## config.mk

```make
export PLATFORM = sky130hd
export DESIGN_NAME = usb_nrzi_encoder
export DESIGN_NICKNAME = d
export VERILOG_FILES = /design/src/rtl/usb_nrzi_encoder.sv
export SDC_FILE = /design/constraint.sdc
export NUM_CORES = 1
export LEC_CHECK = 0
export ABC_AREA = 0
export CORE_UTILIZATION = 25
export CTS_CLUSTER_SIZE = 14
export DETAILED_ROUTE_END_ITERATION = 12
export SLEW_MARGIN = 20
export SYNTH_ARGS = -nofsm -noshare
export SYNTH_HDL_FRONTEND = slang
export SYNTH_SLANG_ARGS = --single-unit
```

## constraint.sdc

```tcl
create_clock -name clk -period 2.45 [get_ports clk]
set_clock_uncertainty 0.2 [all_clocks]
set_input_delay 0.49 -clock clk [delete_from_list [all_inputs] [get_ports clk]]
set_output_delay 0.49 -clock clk [all_outputs]
set_load 0.03 [all_outputs]
```

## src/rtl/usb_nrzi_encoder.sv

```systemverilog
// USB full-speed transmitter: SYNC, LSB-first payload and EOP, NRZI-encoded onto D+/D-.
// Define BIT_STUFF_EN to insert a stuffed 0 after every six consecutive raw 1s.
module usb_nrzi_encoder #(
    parameter int unsigned CLKS_PER_BIT = 8
) (
    input  logic       clk,
    input  logic       rst,
    input  logic       tx_start,
    input  logic [7:0] tx_byte,
    input  logic       tx_valid,
    output logic       tx_ack,
    output logic       d_plus,
    output logic       d_minus,
    output logic       tx_busy
);

`ifdef BIT_STUFF_EN
    localparam bit StuffEn = 1'b1;
`else
    localparam bit StuffEn = 1'b0;
`endif

    localparam int unsigned CntW = (CLKS_PER_BIT > 1) ? $clog2(CLKS_PER_BIT) : 1;
    localparam logic [CntW-1:0] CntMax = CntW'(CLKS_PER_BIT - 1);

    typedef enum logic [1:0] {StIdle, StSync, StData, StEop} state_e;

    state_e          state_q, state_d;
    logic [CntW-1:0] cnt_q, cnt_d;
    logic [2:0]      idx_q, idx_d;
    logic [6:0]      shift_q, shift_d;
    logic [2:0]      ones_q, ones_d;
    logic            line_q, line_d;
    logic            dp_q, dp_d;
    logic            dm_q, dm_d;

    logic bit_end, need_stuff, byte_end, send_raw, raw_bit;

    assign bit_end    = (state_q != StIdle) && (cnt_q == CntMax);
    assign need_stuff = StuffEn && (ones_q == 3'd6);
    // A pending stuffed bit belongs to the current byte, so the boundary waits for it.
    assign byte_end   = (idx_q == 3'd7) && !need_stuff;

    always_ff @(posedge clk or posedge rst) begin
        if (rst) begin
            state_q <= StIdle;
            cnt_q   <= '0;
            idx_q   <= '0;
            shift_q <= '0;
            ones_q  <= '0;
            line_q  <= 1'b1;
            dp_q    <= 1'b1;
            dm_q    <= 1'b0;
        end else begin
            state_q <= state_d;
            cnt_q   <= cnt_d;
            idx_q   <= idx_d;
            shift_q <= shift_d;
            ones_q  <= ones_d;
            line_q  <= line_d;
            dp_q    <= dp_d;
            dm_q    <= dm_d;
        end
    end

    always_comb begin
        state_d  = state_q;
        idx_d    = idx_q;
        shift_d  = shift_q;
        ones_d   = ones_q;
        line_d   = line_q;
        dp_d     = dp_q;
        dm_d     = dm_q;
        send_raw = 1'b0;
        raw_bit  = 1'b0;
        cnt_d    = (state_q == StIdle || bit_end) ? '0 : cnt_q + 1'b1;

        case (state_q)
            StIdle: begin
                line_d = 1'b1;
                dp_d   = 1'b1;
                dm_d   = 1'b0;
                if (tx_start) begin
                    state_d  = StSync;
                    idx_d    = '0;
                    ones_d   = '0;
                    send_raw = 1'b1;
                end
            end
            StSync, StData: begin
                if (bit_end) begin
                    if (need_stuff) begin
                        send_raw = 1'b1;
                    end else if (byte_end) begin
                        idx_d = '0;
                        if (tx_valid) begin
                            state_d  = StData;
                            shift_d  = tx_byte[7:1];
                            send_raw = 1'b1;
                            raw_bit  = tx_byte[0];
                        end else begin
                            state_d = StEop;
                            line_d  = 1'b1;
                            dp_d    = 1'b0;
                            dm_d    = 1'b0;
                        end
                    end else begin
                        idx_d    = idx_q + 3'd1;
                        send_raw = 1'b1;
                        if (state_q == StSync) begin
                            raw_bit = (idx_q == 3'd6);
                        end else begin
                            raw_bit = shift_q[0];
                            shift_d = shift_q >> 1;
                        end
                    end
                end
            end
            StEop: begin
                if (bit_end) begin
                    if (idx_q == 3'd2) begin
                        state_d = StIdle;
                        idx_d   = '0;
                    end else begin
                        idx_d = idx_q + 3'd1;
                        if (idx_q == 3'd1) begin
                            dp_d = 1'b1;
                            dm_d = 1'b0;
                        end
                    end
                end
            end
            default: state_d = StIdle;
        endcase

        // NRZI: a raw 0 flips J/K, a raw 1 holds the line.
        if (send_raw) begin
            line_d = raw_bit ? line_q : ~line_q;
            ones_d = raw_bit ? ((ones_q == 3'd7) ? 3'd7 : ones_q + 3'd1) : 3'd0;
            dp_d   = line_d;
            dm_d   = ~line_d;
        end
    end

    always_comb begin
        tx_ack  = (state_q == StSync || state_q == StData) && bit_end && byte_end && tx_valid;
        tx_busy = (state_q != StIdle);
        d_plus  = dp_q;
        d_minus = dm_q;
    end

endmodule

```

* Word-level counts from Yosys, hierarchy flattened *
Cells that the tools add are included.

storage, ports and cells
  logic and storage cells = 93
  input bits = 12
  register bits after elaboration = 18

operators by class
  add/sub/neg operators = 2
  equality and inequality tests = 21
  reductions and logical operators = 15
  bitwise gates (word level) = 2
  muxes and demuxes = 46

operators by type and width
  operator                                             number
  two-way mux 1 bit                                    26
  two-way mux 7 bit                                    3
  two-way mux 3 bit                                    6
  inequality test 3 bit, second input constant         6
  inequality test 2 bit, second input constant         7
  two-way mux 2 bit                                    5
  equality test 3 bit, second input constant           3
  case mux 3 bit (3 select lines)                      1
  AND reduction 4 bit                                  2
  adder 3 x 1 -> 3 bit, second input constant          2
  case mux 1 bit (3 select lines)                      2
  case mux 2 bit (3 select lines)                      1
  AND reduction 6 bit                                  1
  AND reduction 5 bit                                  1
  equality test 2 bit, second input constant           2
  logical AND 1 bit                                    4
  case mux 1 bit (2 select lines)                      2
  equality test 3 x 1 -> 1 bit, second input constant  1
  equality test 3 x 2 -> 1 bit, second input constant  1
  AND reduction 3 bit                                  1
  nonzero test 3 bit                                   1
  equality test 2 x 1 -> 1 bit, second input constant  1
  logical NOT 2 bit                                    1
  logical OR 1 bit                                     2
  other kinds (3)                                      4

* Longest topological paths before layout *
  word-level depth = 8
  gate-level depth with buffers = 8
  gate-level depth less buffers = 7

* Least setup slack after synthesis *
Ideal clock, no wire load.

  kind = register to register
  start point = register state_q[0]
  end point = register state_q[0]
  buffers on the path = 1
  arrival time = 1.792 ns
  library setup time = 0.126 ns
  stages on the path, launching flop included = 7
  period minus slack after synthesis = 2.118 ns
  data required time = 2.124 ns
  path slack = 0.332 ns
  path through = dfrtp_1 -> inv_1 -> ha_1 -> buf_6 -> o31a_4 -> or2_1 -> a221o_1

on the way
  cells in the longest elaborated chain, start to end = 4
  elaborated cells between the ends (all ways) = 14

RTL lines
  what                                                        RTL line  RTL
  from (decl)                                                 28        state_e state_q, state_d;
  from (signal assigned)                                      46        state_q <= StIdle;
  from (signal assigned)                                      55        state_q <= state_d;
  equality test 2 x 1 -> 1 bit, or another cell as far along  78        case (state_q)
  OR reduction 2 bit or logical AND 1 bit (tied branches)     78, 39
  inequality test 2 bit (no source line)                      n/a
  AND reduction 5 bit (no source line)                        n/a

Several ways; a longest one is shown, not always the timed one.
A chain may end at the register's enable or synchronous reset.

* Final worst setup path *
  start point = register state_q[0]
  end point = output tx_ack

on the way
  cells in the longest elaborated chain, start to end = 5
  elaborated cells between the ends (all ways) = 8

RTL lines
  what                                                        RTL line  RTL
  equality test 2 x 1 -> 1 bit, or another cell as far along  146       tx_ack = (state_q == StSync || state_q == StData) && bit_end && byte_end && tx_valid;
  logical OR 1 bit or logical AND 1 bit (tied branches)       146, 39
  logical AND 1 bit (*) (3 in series)                         146
  to (decl)                                                   11        output logic tx_ack,

Every way passes the cells marked *; elsewhere a longest branch is shown, timed or not.

==> flow_summary.ini <==
[finish]
drive_gt1_frac = 0.129
layoutNonFillerInstCount = 184
design_area_um2 = 1390
areaGrowthSynthToFinish_pct = 23.0
insertedDiodeCount = 0
utilization = 0.318
multiInputGateArea_um2 = 623
final-seq-area_um2 = 453
layout_commonest_cell = dfrtp_1
nets = 155
nFillCells = 437
layout_common_cells = 16 x dfrtp_1, 13 x clkdlybuf4s50_1, 11 x nor2_1

[sta]
drv_slew = 0
period_minus_slack_ns = 2.29
timing.final.crit_share = 0.933
rsz0062_at_grt = false
tns_ns = 0
setup_slack_ns = 0.165
hold_ws_ns = 0.267
setup_viol_count_final = 0
slew_headroom = 0.540
final_hold_viol_count = 0
worstMarginPinSlew_ns = 0.689
fmaxAchievable_ghz = 0.438

[synthesis]
yosysWarnings = 0
ys.flop_type = dfrtp_1
synthesis.nets = 136
synth.area.top_cells = dfrtp_1 36%, ha_1 11%, mux2i_1 5.3%, dfstp_2 4.7%, a21oi_1 4.4%
synth-seq-cells = 18
ys_seq_area_frac = 0.402
synth_cells = 114
synth_area_um2 = 1130
synth_top_area_share = 0.356
async_flop_share = 1.00
yosysUniqueCellTypes = 39
synth_area_leader_cell = dfrtp_1
syn_avg_cell_area_um2 = 9.88
synth_enable_flop_cells = 0

[clocking]
ctsHoldBuffers = 0
clock_tree.root_cell = clkbuf_8
clkTransAtPathRegs_ns = 0.07
post-cts-setup-buffers = 0
numClockSinks = 18
h-tree-depth = 1
cts_made_buffers = 3
cts_tree = done
clockBufferDepth = 2
worstSkewPairLatency_ns = 0.26

[min_path]
hp-start = cnt_q[0]
hp-class = flip-flop to flip-flop
min_to = cnt_q[0]
holdPathStages = 1

[detailed_routing]
wire_per_inst_um = 12.5
vias_per_cell = 4.78
wl_met3_um = 75
routed_wl_mm = 2.30
drc = 0
postRouteAntennaNets = 0
route.met2.wl_mm = 1.13
routed-via-count = 879
drt-initial-drc-count = 11
firstDrtPassIters = 5
highest_layer = met4
wl_met1_mm = 1.04

[global_route]
antenna_found_initial = 0
grt_pass1_vias = 903
gr-total-overflow = 0
grt_pass1_wl_mm = 4.13
grt_start_max_net_pins = 19
grt_usage = 0.108

[place]
dpl-instance-area_um2 = 1330
gp_congestion = 0.759
place_ws_ns = 0.152
placed_cells = 180
io_buffer_count = 15
dp_hpwl_mm = 1.75

[setup_path]
rr_startpoint = state_q[0]
start_kind = flip-flop
cp-startpoint = state_q[0]
reg2reg_setup_slack_ns = 0.31
crit_arrival_ns = 1.60
rr_endpoint = state_q[0]
crit_fanout = 9
worstPathRequired_ns = 1.76
endpoint_kind = output pin
crit_type = flip-flop to output pin
r2r_cells = 5

[flow_run]
drv_cap = 0

[die]
rows = 24
die_w_um = 69.1
coreArea_um2 = 4350
die_y_um = 69.1
start_util = 0.259
io_pins = 16
die-area_um2 = 4780

[power_and_ir_drop]
power_density_nw_per_um2 = 1270
p_leak_nw = 0.567
ir_drop_mv = 0.676
total_power_mw = 1.76

[run_status]
status = complete, no violations
sequential cells by signal, indices dropped and copies added (netlist names):
register / cells
d_plus: 1
d_minus: 1
shift_q: 7
state_q: 2
line_q: 1
idx_q: 3
cnt_q: 3
synthesized netlist by cell type, types with 2 or more instances:
cell type	instances
nor3b_1	2
ha_1	10
dfrtp_1	16
o21ai_1	2
nor2_1	11
o22ai_1	2
nor3_1	3
nand2_1	7
o21ai_0	5
dfstp_2	2
buf_6	2
mux2i_1	6
nor2b_1	2
inv_1	9
a21o_1	2
a21oi_1	10
where the power goes:
part	leakage (nW)	internal, mW	switching [mW]
Combinational	0.332	0.452	0.532
Sequential	0.212	0.457	0.0963
Clock	0.0228	0.116	0.105
Total	0.567	1.02	0.734
critical path, stage by stage, from the launching register on:
cell      delay, ns
dfrtp_1        0.41
inv_1          0.13
ha_4           0.36
nand3b_4       0.12
nor2_1         0.15
buf_4          0.17
what timing repair did:
item / CTS / global route
setup endpoints to repair: 2 / 1
resized for setup: 2 / 2
endpoints found under the hold margin: 0 / 0
area by class of cell:
class / count / area share
flip-flops and latches: 18 / 0.327
clock buffers: 4 / 0.0325
inverters: 10 / 0.0271
well taps: 52 / 0.0470
repair buffers: 17 / 0.117
multi-input cells: 83 / 0.450
worst max-delay path by stage:
stage                 endpoint  slack, ns  cells past startpoint
floorplan           state_q[0]       0.33                      6
detailed placement  state_q[0]       0.15                      5
global placement    state_q[0]       0.17                      5
finish                  tx_ack       0.16                      5
global route            tx_ack       0.09                      5
CTS                     tx_ack       0.06                      5
layer usage:
metal	up-vias	global-route usage
met5	-	0
met1	418	0.125
met2	18	0.186
met3	7	0.0190
li1	436	-
met4	0	0.0612
cells by family after synthesis:
group / count (synthesis) / share of synthesized area
and+or+nand+nor: 35 / 0.182
muxes: 6 / 0.0533
AOI/OAI and AO/OA: 31 / 0.186
buffers and inverters: 13 / 0.0578
DFF: 18 / 0.402
xor gates and xnor gates: 1 / 0.00778
adders and majority gates: 10 / 0.111
Note: power is estimated with default switching activity, not from simulation.
